--- src/rtl/pc_trap_sequencer_if.sv ---
`default_nettype none
// ============================================================================
//  Module   : pc_trap_sequencer_if
//  Purpose  : Decoder-to-sequencer bundle. Carries decoded control flags,
//             branch/jump operands and the current instruction length.
//  Revision : 1.0  initial release
// ============================================================================
interface pc_trap_sequencer_if #(
  parameter int unsigned XLEN = 32
);
  logic            dec_ecall;
  logic            dec_mret;
  logic            dec_wfi;
  logic            illegal_instr;
  logic            jump;
  logic [3:0]      jump_type;
  logic [XLEN-1:0] rs1_data;
  logic [XLEN-1:0] rs2_data;
  logic [XLEN-1:0] imm;
  logic [1:0]      inst_size;

  // Decoder side drives the bundle
  modport master (
    output dec_ecall, dec_mret, dec_wfi, illegal_instr, jump, jump_type,
    output rs1_data, rs2_data, imm, inst_size
  );

  // Sequencer side consumes the bundle
  modport slave (
    input dec_ecall, dec_mret, dec_wfi, illegal_instr, jump, jump_type,
    input rs1_data, rs2_data, imm, inst_size
  );
endinterface
`default_nettype wire

--- src/rtl/pc_trap_sequencer.sv ---
`default_nettype none
// ============================================================================
//  Module   : pc_trap_sequencer
//  Purpose  : Architectural PC owner for the Dobby core. Runs the boot, run
//             and WFI-sleep state machine, resolves branches and jumps, and
//             vectors ECALL, illegal-instruction and prioritised interrupts.
//  Revision : 1.0  initial release
// ============================================================================
module pc_trap_sequencer #(
  parameter int unsigned     XLEN        = 32,
  parameter int unsigned     NUM_IRQ     = 4,
  parameter logic [XLEN-1:0] RESET_VEC   = 'h8,
  parameter logic [XLEN-1:0] IRQ_BASE    = 'h0,
  parameter int unsigned     IRQ_STRIDE  = 4,
  parameter logic [XLEN-1:0] ILLEGAL_VEC = 'hC,
  parameter logic [XLEN-1:0] ECALL_VEC   = 'h10
) (
  input  logic               clk,
  input  logic               resetn,
  input  logic               boot_done,
  input  logic               stall,
  pc_trap_sequencer_if.slave dec,
  input  logic [XLEN-1:0]    mepc_in,
  input  logic               mstatus_mie,
  input  logic [NUM_IRQ-1:0] irq_pending,
  input  logic [NUM_IRQ-1:0] irq_mask,
  output logic [XLEN-1:0]    pc,
  output logic               run,
  output logic               sleeping,
  output logic [NUM_IRQ-1:0] irq_ack,
  output logic               trap_taken,
  output logic [XLEN-1:0]    mepc_out
);

  // Width of an interrupt index; a single line still needs one bit
  localparam int unsigned IDW = (NUM_IRQ > 1) ? $clog2(NUM_IRQ) : 1;

  localparam logic [3:0] JT_BEQ  = 4'd0;
  localparam logic [3:0] JT_BNE  = 4'd1;
  localparam logic [3:0] JT_BLT  = 4'd2;
  localparam logic [3:0] JT_BGE  = 4'd3;
  localparam logic [3:0] JT_BLTU = 4'd4;
  localparam logic [3:0] JT_BGEU = 4'd5;
  localparam logic [3:0] JT_JALR = 4'd6;
  localparam logic [3:0] JT_JAL  = 4'd7;

  typedef enum logic [1:0] {
    ST_BOOT  = 2'd0,
    ST_RUN   = 2'd1,
    ST_SLEEP = 2'd2
  } state_e;

  state_e              state_q, state_d;
  logic [XLEN-1:0]     pc_q, pc_d;
  logic [XLEN-1:0]     mepc_q, mepc_d;
  logic [NUM_IRQ-1:0]  irq_ack_q, irq_ack_d;
  logic                trap_q, trap_d;
  logic                run_q, run_d;
  logic                sleep_q, sleep_d;

  logic [XLEN-1:0]     seq_pc;
  logic [XLEN-1:0]     branch_tgt;
  logic [XLEN-1:0]     jalr_sum;
  logic [XLEN-1:0]     jalr_tgt;
  logic [XLEN-1:0]     jump_pc;

  logic [NUM_IRQ-1:0]  eligible;
  logic [NUM_IRQ-1:0]  irq_onehot;
  logic [IDW-1:0]      irq_id;
  logic [XLEN-1:0]     irq_vec;
  logic                irq_take;

  // Sequential, branch and JALR target arithmetic (all modulo 2^XLEN)
  always_comb begin
    seq_pc     = pc_q + XLEN'({dec.inst_size, 1'b0});
    branch_tgt = pc_q + dec.imm;
    jalr_sum   = dec.rs1_data + dec.imm;
    jalr_tgt   = {jalr_sum[XLEN-1:1], 1'b0};
  end

  // Branch/jump resolution; reserved encodings fall through to seq
  always_comb begin
    jump_pc = seq_pc;
    case (dec.jump_type)
      JT_BEQ:  if (dec.rs1_data == dec.rs2_data) jump_pc = branch_tgt;
      JT_BNE:  if (dec.rs1_data != dec.rs2_data) jump_pc = branch_tgt;
      JT_BLT:  if ($signed(dec.rs1_data) <  $signed(dec.rs2_data)) jump_pc = branch_tgt;
      JT_BGE:  if ($signed(dec.rs1_data) >= $signed(dec.rs2_data)) jump_pc = branch_tgt;
      JT_BLTU: if (dec.rs1_data <  dec.rs2_data) jump_pc = branch_tgt;
      JT_BGEU: if (dec.rs1_data >= dec.rs2_data) jump_pc = branch_tgt;
      JT_JALR: jump_pc = jalr_tgt;
      JT_JAL:  jump_pc = branch_tgt;
      default: jump_pc = seq_pc;
    endcase
  end

  // Interrupt arbitration: lowest eligible index wins
  always_comb begin
    eligible   = irq_pending & irq_mask;
    irq_onehot = eligible & (~eligible + NUM_IRQ'(1));
    irq_id     = '0;
    for (int i = NUM_IRQ - 1; i >= 0; i--) begin
      if (eligible[i]) irq_id = IDW'(i);
    end
    irq_vec  = IRQ_BASE + (XLEN'(irq_id) * XLEN'(IRQ_STRIDE));
    irq_take = (|eligible) && mstatus_mie;
  end

  // Next-state and next-output computation for the boot/run/sleep machine
  always_comb begin
    state_d   = state_q;
    pc_d      = pc_q;
    mepc_d    = mepc_q;
    irq_ack_d = '0;
    trap_d    = 1'b0;

    case (state_q)
      ST_BOOT: begin
        // PC parked on the reset vector; every request ignored
        if (boot_done) state_d = ST_RUN;
      end

      ST_RUN: begin
        if (stall) begin
          // hold everything; pending interrupt retried on next free edge
        end else if (irq_take) begin
          pc_d      = irq_vec;
          mepc_d    = pc_q;
          irq_ack_d = irq_onehot;
          trap_d    = 1'b1;
        end else if (dec.dec_ecall) begin
          pc_d   = ECALL_VEC;
          mepc_d = pc_q;
          trap_d = 1'b1;
        end else if (dec.dec_mret) begin
          pc_d = mepc_in;
        end else if (dec.illegal_instr) begin
          pc_d   = ILLEGAL_VEC;
          mepc_d = pc_q;
          trap_d = 1'b1;
        end else if (dec.jump) begin
          pc_d = jump_pc;
        end else if (dec.dec_wfi) begin
          pc_d    = seq_pc;
          state_d = ST_SLEEP;
        end else begin
          pc_d = seq_pc;
        end
      end

      ST_SLEEP: begin
        // pc already points past the WFI; stall has no meaning here
        if (|eligible) begin
          state_d = ST_RUN;
          if (mstatus_mie) begin
            pc_d      = irq_vec;
            mepc_d    = pc_q;
            irq_ack_d = irq_onehot;
            trap_d    = 1'b1;
          end
        end
      end

      default: begin
        state_d = ST_BOOT;
      end
    endcase

    run_d   = (state_d == ST_RUN);
    sleep_d = (state_d == ST_SLEEP);
  end

  // State and registered outputs, cleared asynchronously
  always_ff @(posedge clk or negedge resetn) begin
    if (!resetn) begin
      state_q   <= ST_BOOT;
      pc_q      <= RESET_VEC;
      mepc_q    <= '0;
      irq_ack_q <= '0;
      trap_q    <= 1'b0;
      run_q     <= 1'b0;
      sleep_q   <= 1'b0;
    end else begin
      state_q   <= state_d;
      pc_q      <= pc_d;
      mepc_q    <= mepc_d;
      irq_ack_q <= irq_ack_d;
      trap_q    <= trap_d;
      run_q     <= run_d;
      sleep_q   <= sleep_d;
    end
  end

  assign pc         = pc_q;
  assign run        = run_q;
  assign sleeping   = sleep_q;
  assign irq_ack    = irq_ack_q;
  assign trap_taken = trap_q;
  assign mepc_out   = mepc_q;

endmodule
`default_nettype wire

--- src/flat_wrapper.sv ---
// flat-port wrapper written by rule: the top's interface ports become plain ports
module pc_trap_sequencer_flat 
#(
  parameter int unsigned     XLEN        = 32,
  parameter int unsigned     NUM_IRQ     = 4,
  parameter logic [XLEN-1:0] RESET_VEC   = 'h8,
  parameter logic [XLEN-1:0] IRQ_BASE    = 'h0,
  parameter int unsigned     IRQ_STRIDE  = 4,
  parameter logic [XLEN-1:0] ILLEGAL_VEC = 'hC,
  parameter logic [XLEN-1:0] ECALL_VEC   = 'h10
)
  (clk, resetn, boot_done, stall, mepc_in, mstatus_mie, irq_pending, irq_mask, pc, run, sleeping, irq_ack, trap_taken, mepc_out, dec_dec_ecall, dec_dec_mret, dec_dec_wfi, dec_illegal_instr, dec_jump, dec_jump_type, dec_rs1_data, dec_rs2_data, dec_imm, dec_inst_size);
  pc_trap_sequencer_if #(.XLEN(XLEN)) dec_i ();
  input  logic clk;
  input  logic resetn;
  input  logic boot_done;
  input  logic stall;
  input  logic [XLEN-1:0] mepc_in;
  input  logic mstatus_mie;
  input  logic [NUM_IRQ-1:0] irq_pending;
  input  logic [NUM_IRQ-1:0] irq_mask;
  output logic [XLEN-1:0] pc;
  output logic run;
  output logic sleeping;
  output logic [NUM_IRQ-1:0] irq_ack;
  output logic trap_taken;
  output logic [XLEN-1:0] mepc_out;
  input wire logic [$bits(dec_i.dec_ecall)-1:0] dec_dec_ecall;
  input wire logic [$bits(dec_i.dec_mret)-1:0] dec_dec_mret;
  input wire logic [$bits(dec_i.dec_wfi)-1:0] dec_dec_wfi;
  input wire logic [$bits(dec_i.illegal_instr)-1:0] dec_illegal_instr;
  input wire logic [$bits(dec_i.jump)-1:0] dec_jump;
  input wire logic [$bits(dec_i.jump_type)-1:0] dec_jump_type;
  input wire logic [$bits(dec_i.rs1_data)-1:0] dec_rs1_data;
  input wire logic [$bits(dec_i.rs2_data)-1:0] dec_rs2_data;
  input wire logic [$bits(dec_i.imm)-1:0] dec_imm;
  input wire logic [$bits(dec_i.inst_size)-1:0] dec_inst_size;
  assign dec_i.dec_ecall = dec_dec_ecall;
  assign dec_i.dec_mret = dec_dec_mret;
  assign dec_i.dec_wfi = dec_dec_wfi;
  assign dec_i.illegal_instr = dec_illegal_instr;
  assign dec_i.jump = dec_jump;
  assign dec_i.jump_type = dec_jump_type;
  assign dec_i.rs1_data = dec_rs1_data;
  assign dec_i.rs2_data = dec_rs2_data;
  assign dec_i.imm = dec_imm;
  assign dec_i.inst_size = dec_inst_size;
  pc_trap_sequencer #(.XLEN(XLEN), .NUM_IRQ(NUM_IRQ), .RESET_VEC(RESET_VEC), .IRQ_BASE(IRQ_BASE), .IRQ_STRIDE(IRQ_STRIDE), .ILLEGAL_VEC(ILLEGAL_VEC), .ECALL_VEC(ECALL_VEC)) u_core (.clk(clk), .resetn(resetn), .boot_done(boot_done), .stall(stall), .dec(dec_i), .mepc_in(mepc_in), .mstatus_mie(mstatus_mie), .irq_pending(irq_pending), .irq_mask(irq_mask), .pc(pc), .run(run), .sleeping(sleeping), .irq_ack(irq_ack), .trap_taken(trap_taken), .mepc_out(mepc_out));
endmodule
--- config.mk ---
export PLATFORM = sky130hd
export DESIGN_NAME = pc_trap_sequencer_flat
export DESIGN_NICKNAME = d
export VERILOG_FILES = /design/src/rtl/pc_trap_sequencer_if.sv /design/src/rtl/pc_trap_sequencer.sv /design/src/flat_wrapper.sv
export SDC_FILE = /design/constraint.sdc
export NUM_CORES = 1
export LEC_CHECK = 0
export BUFFER_PORTS_ARGS = -buffer_cell sky130_fd_sc_hd__buf_2
export CAP_MARGIN = 20
export CORE_MARGIN = 1
export CORE_UTILIZATION = 60
export CTS_CLUSTER_DIAMETER = 50
export CTS_CLUSTER_SIZE = 16
export DETAILED_ROUTE_END_ITERATION = 8
export PLACE_DENSITY = 0.92
export SYNTH_ARGS = -nofsm -noshare
export SYNTH_HDL_FRONTEND = slang
export SYNTH_SLANG_ARGS = --single-unit
--- constraint.sdc ---
create_clock -name clk -period 4.8 [get_ports clk]
set_input_delay 0.48 -clock clk [delete_from_list [all_inputs] [get_ports clk]]
set_output_delay 0.48 -clock clk [all_outputs]
set_load 0.02 [all_outputs]
# After elaboration in Yosys (flattened, before gate mapping)
# Index checks and enable logic that the tools add are counted.
# totals
out_inout_bits	71
wordCells	94
reg_bits	73
in_bits	152
# op_classes
n_mux	51
add_sub_neg	4
n_eq_ne	18
n_bitwise	3
reduce_logical	7
order_cmp	4
# ops
operator	n
$mux 32	21
$pmux 32 s8	1
$pmux 32 s2	2
$add 32x32->32	2
$ge 32x32->1	2
$lt 32x32->1	2
$add 32x3->32	1
$eq 32x32->1	1
$ne 32x32->1	1
$mux 2	13
$eq 4x3->1 const B	4
$mux 4	4
$and 4x4->4	2
$eq 4x2->1 const B	2
$ne 4x3->1 const B	2
$pmux 4 s2	1
$mux 1	7
$pmux 2 s3	1
$reduce_and 6->1	1
$add 4x1->4 const B	1
$eq 2x1->1 const B	2
$eq 2x2->1 const B	2
$eq 4x1->1 const B	1
$logic_not 4->1	1
other kinds (9)	10

# Depth between registers and ports, before layout
# logic_depth
depth_word	10
depth_mapped	12
depth_no_buf	11

# Least setup slack after synthesis
# Ideal clock, no wire load.
# synth_path
path_kind	in2reg
from	input port dec_rs2_data[31]
to	register u_core.pc_q[18], in the netlist u_core.pc[18]
t_required_ps	4676
n_path_buf	1
arrival_time_ps	3255
setup_slack_ps	1421
setup_time_ps	124
path_stages	12
path_cell_list	inv_1 ha_1 nand4_4 or4_4 o31a_1 o21ai_2 o211ai_2 o21bai_4 or2_1 buf_6 a221o_1 a211o_1
# synth_between
elab_chain_cells	10
elab_cells_between_ends	20
classes_between	order compare (4); eq/ne (2); mux (14)
# synth_lines
item	line_no	rtl
start: declaration	flat_wrapper.sv:35	input wire logic [$bits(dec_i.rs2_data)-1:0] dec_rs2_data;
$ge 32x32->1, or another cell as far along	pc_trap_sequencer.sv:90	JT_BGEU: if (dec.rs1_data >= dec.rs2_data) jump_pc = branch_tgt;
$mux 32, or another cell as far along	pc_trap_sequencer.sv:90	
$pmux 32 s8 (*)	pc_trap_sequencer.sv:84	case (dec.jump_type)
$mux 32 (*)	pc_trap_sequencer.sv:141	end else if (dec.jump) begin
$mux 32 (*)	pc_trap_sequencer.sv:137	end else if (dec.illegal_instr) begin
$mux 32 (*)	pc_trap_sequencer.sv:135	end else if (dec.dec_mret) begin
$mux 32 (*)	pc_trap_sequencer.sv:131	end else if (dec.dec_ecall) begin
$mux 32 (*)	pc_trap_sequencer.sv:126	end else if (irq_take) begin
$mux 32 (*)	pc_trap_sequencer.sv:124	if (stall) begin
$pmux 32 s2 (*)	pc_trap_sequencer.sv:117	case (state_q)
end signal: assignment	pc_trap_sequencer.sv:185	pc_q <= pc_d;
end: declaration	pc_trap_sequencer.sv:54	logic [XLEN-1:0] pc_q, pc_d;
# Every way passes the cells marked *; elsewhere a longest branch is shown, timed or not. The select of a mux whose other input is x is not followed.
# A chain may end at the register's enable or synchronous reset.

# Worst setup path after layout
# layout_path
from	input port dec_rs2_data[31]
to	register u_core.pc_q[27], in the netlist u_core.pc[27]
# The elaborated chain is that of the path after synthesis.

==> flow_summary.json <==
{
  "hold_path_class": "in -> async",
  "n_fill_cell": 1165,
  "grt_max_degree": 74,
  "path_max_fanout": 11,
  "nNetsFinal": 1568,
  "setup_viol": 0,
  "syn_nets": 1348,
  "htreeDepth": 3,
  "rrSetupSlack_ns": 0.89,
  "viasPerCell": 6.80,
  "ys_ff_latch": 73,
  "grt_pass1_wl_um": 49600,
  "drive_above_1_share": 0.242,
  "synthTopCellsByArea": "dfrtp_1 20%, ha_1 14%, xnor2_1 4.6%",
  "grt_overflow_total": 0,
  "cts-root-buf": "clkbuf_16",
  "max_freq_mhz": 254,
  "cts-buffers-inserted": 9,
  "required_ns": 5.09,
  "leakagePower_nw": 5.18,
  "crit_path_top_delay_cell": "a221oi_1",
  "layout_min_cycle_time_ns": 3.94,
  "maxCapViolations": 0,
  "cts.path.max_buffers": 2,
  "syn_area_per_cell_um2": 8.08,
  "critPathKind": "in -> reg",
  "initial_core_util": 0.611,
  "rows": 44,
  "ys_async_sr_fraction": 1.00,
  "power_mw": 3.72,
  "clock_skew_ns": 0.0113,
  "rr_worst_depth": 11,
  "finalMaxSlewViolations": 0,
  "critPathMaxStageDelay_ns": 0.68,
  "drt_wl_total_um": 32400,
  "synth-edff-count": 0,
  "port_buffers": 222,
  "grt_antenna_before_repair": 0,
  "cts_tree": "done",
  "die_h_um": 123,
  "end_kind": "register",
  "cp.arrival_ns": 4.23,
  "rsz0062_at_grt": "false",
  "cp_num_buf_inv": 4,
  "cp_top_family": "simple AND/OR/NAND/NOR gates",
  "fin_setup_tns_ns": 0,
  "core_um2": 14500,
  "dp_hpwl_um": 25800,
  "status": "finished clean",
  "netlist_area_um2": 8840,
  "synth_warnings": 0,
  "clock-sinks": 73,
  "ys.flop_type": "dfrtp_1",
  "worst_pin_slew_ns": 0.982,
  "finalCritPeriodShare": 0.821,
  "hold_violations": 0,
  "regToRegStartpoint": "u_core.pc[0]$_DFFE_PN0P_",
  "slew_headroom": 0.345,
  "cp_cell_sequence": "buf_2 > inv_1 > ha_1 > nand4_4 > nor2_1 > a221oi_1 > nand2_1 > nor2_1 > mux2i_1 > buf_4 > buf_4 > nand3b_1 > a31oi_1 > or3_1",
  "yosysTopAreaCell": "dfrtp_1",
  "yosysMostFrequentCell": "ha_1",
  "r2r_end": "u_core.pc[28]$_DFFE_PN0P_",
  "grt_util_all_layers": 0.430,
  "yosysTopAreaCellShare": 0.204,
  "yosys-top-cells-count": "99 x ha_1, 97 x nand2_1, 77 x a21oi_1",
  "dieArea_um2": 15200,
  "ios": 223,
  "diodes": 0,
  "path_clk_slew_ns": 0.07,
  "place_congestion": 1.01,
  "post_cts_buffers": 0,
  "cp.depth": 14,
  "drc": 0,
  "avgRoutedWirePerCell_um": 21.6,
  "synth.distinct_cells": 80,
  "drt-pass1-iter-count": 9,
  "hold_buffers": 0,
  "drt_iter0_drc": 1335,
  "area_growth_pct": 18.8,
  "die_x_um": 123,
  "syn_inst": 1094,
  "cp-start-kind": "input pin",
  "powerDensity_nw_per_um2": 355,
  "cts_resized": 0,
  "yosysSeqAreaShare": 0.207,
  "insertion_delay_ns": 0.36,
  "via_count": 10200,
  "final_antenna_net_count": 0,
  "peakVddDrop_mv": 0.200,
  "grt_pass1_vias": 9623
}
-- layout make-up --
cell class | count | area (µm²) | area share
multi-input cells | 925 | 6660 | 0.634
flip-flops and latches | 73 | 1830 | 0.174
repair buffers | 243 | 1270 | 0.121
inverters | 62 | 233 | 0.0222
well taps | 184 | 230 | 0.0219
clock buffers | 9 | 225 | 0.0214
clock inverters | 7 | 60.1 | 0.00572
-- sequential cells by signal, summed over array words and instances, names as in the netlist --
signal,cells
u_core.state_q,2
u_core.mepc_out,32
u_core.pc,32
u_core.irq_ack,4
u_core.run,1
u_core.sleeping,1
u_core.trap_taken,1
-- cell usage in the layout, fill, tap and decap left out, drive strengths merged, types with 7 or more instances in the layout --
master	Yosys	routed
nand4	21	21
a211oi	15	15
o21a	11	11
nand2	97	97
nand2b	12	12
a221o	8	8
o21bai	10	10
xnor2	46	46
or3	9	9
xor2	30	30
clkbuf	30	9
o31ai	8	8
dfrtp	72	72
and3	15	15
a21boi	8	8
nor2b	10	10
o211ai	15	15
a21oi	77	77
nor4	9	9
a222oi	11	11
ha	99	99
mux2i	7	7
a21o	24	24
nor2	76	76
and2	11	11
nor3	23	23
nand3	44	44
a22oi	19	19
inv	62	66
mux2	35	35
a31oi	16	16
buf	4	243
o21ai	60	60
-- per-layer routing --
metal	track usage	share of wire
met4	0.261	0.063
met1	0.528	0.37
met3	0.0941	0.12
met5	0	0
met2	0.687	0.45
-- kinds of logic after synthesis --
group	share of synthesized area
and+or+nand+nor	0.198
buffers and inverters	0.0420
muxes	0.0525
adders and majority gates	0.147
xor gates and xnor gates	0.0753
AOI/OAI and AO/OA	0.278
DFF	0.207
-- worst max path at each step --
stage	start	to
2_1_floorplan	dec_rs2_data[31]	u_core.pc[18]$_DFFE_PN0P_
3_3_place_gp	dec_rs1_data[31]	u_core.pc[27]$_DFFE_PN0P_
3_5_place_dp	dec_rs2_data[31]	u_core.pc[27]$_DFFE_PN0P_
4_1_cts	u_core.pc[0]$_DFFE_PN0P_	u_core.pc[30]$_DFFE_PN0P_
5_1_grt	u_core.pc[0]$_DFFE_PN0P_	u_core.pc[30]$_DFFE_PN0P_
6_report	dec_rs2_data[31]	u_core.pc[27]$_DFFE_PN0P_
-- per-stage QoR --
step | hold slack [ns] | cell area, µm² | std cells | util | worst slack, ns
after floorplan | 0.184 | 8840 | 1094 | - | 1.42
after CTS | 0.324 | 10500 | 1503 | 0.725 | 0.976
after global placement | 0.483 | 10200 | 1487 | 0.706 | 0.716
after detailed placement | 0.491 | 10200 | 1487 | 0.706 | 0.676
after global routing | 0.366 | 10500 | 1503 | 0.725 | 0.670
final | 0.293 | 10500 | 1503 | 0.725 | 0.861
-- power by group --
part,internal (mW),total (mW),switching [mW]
Sequential,0.771,0.975,0.203
Combinational,0.815,2.06,1.24
Clock,0.360,0.692,0.332
Total,1.95,3.72,1.78
Power figures use the tool's default switching activity.
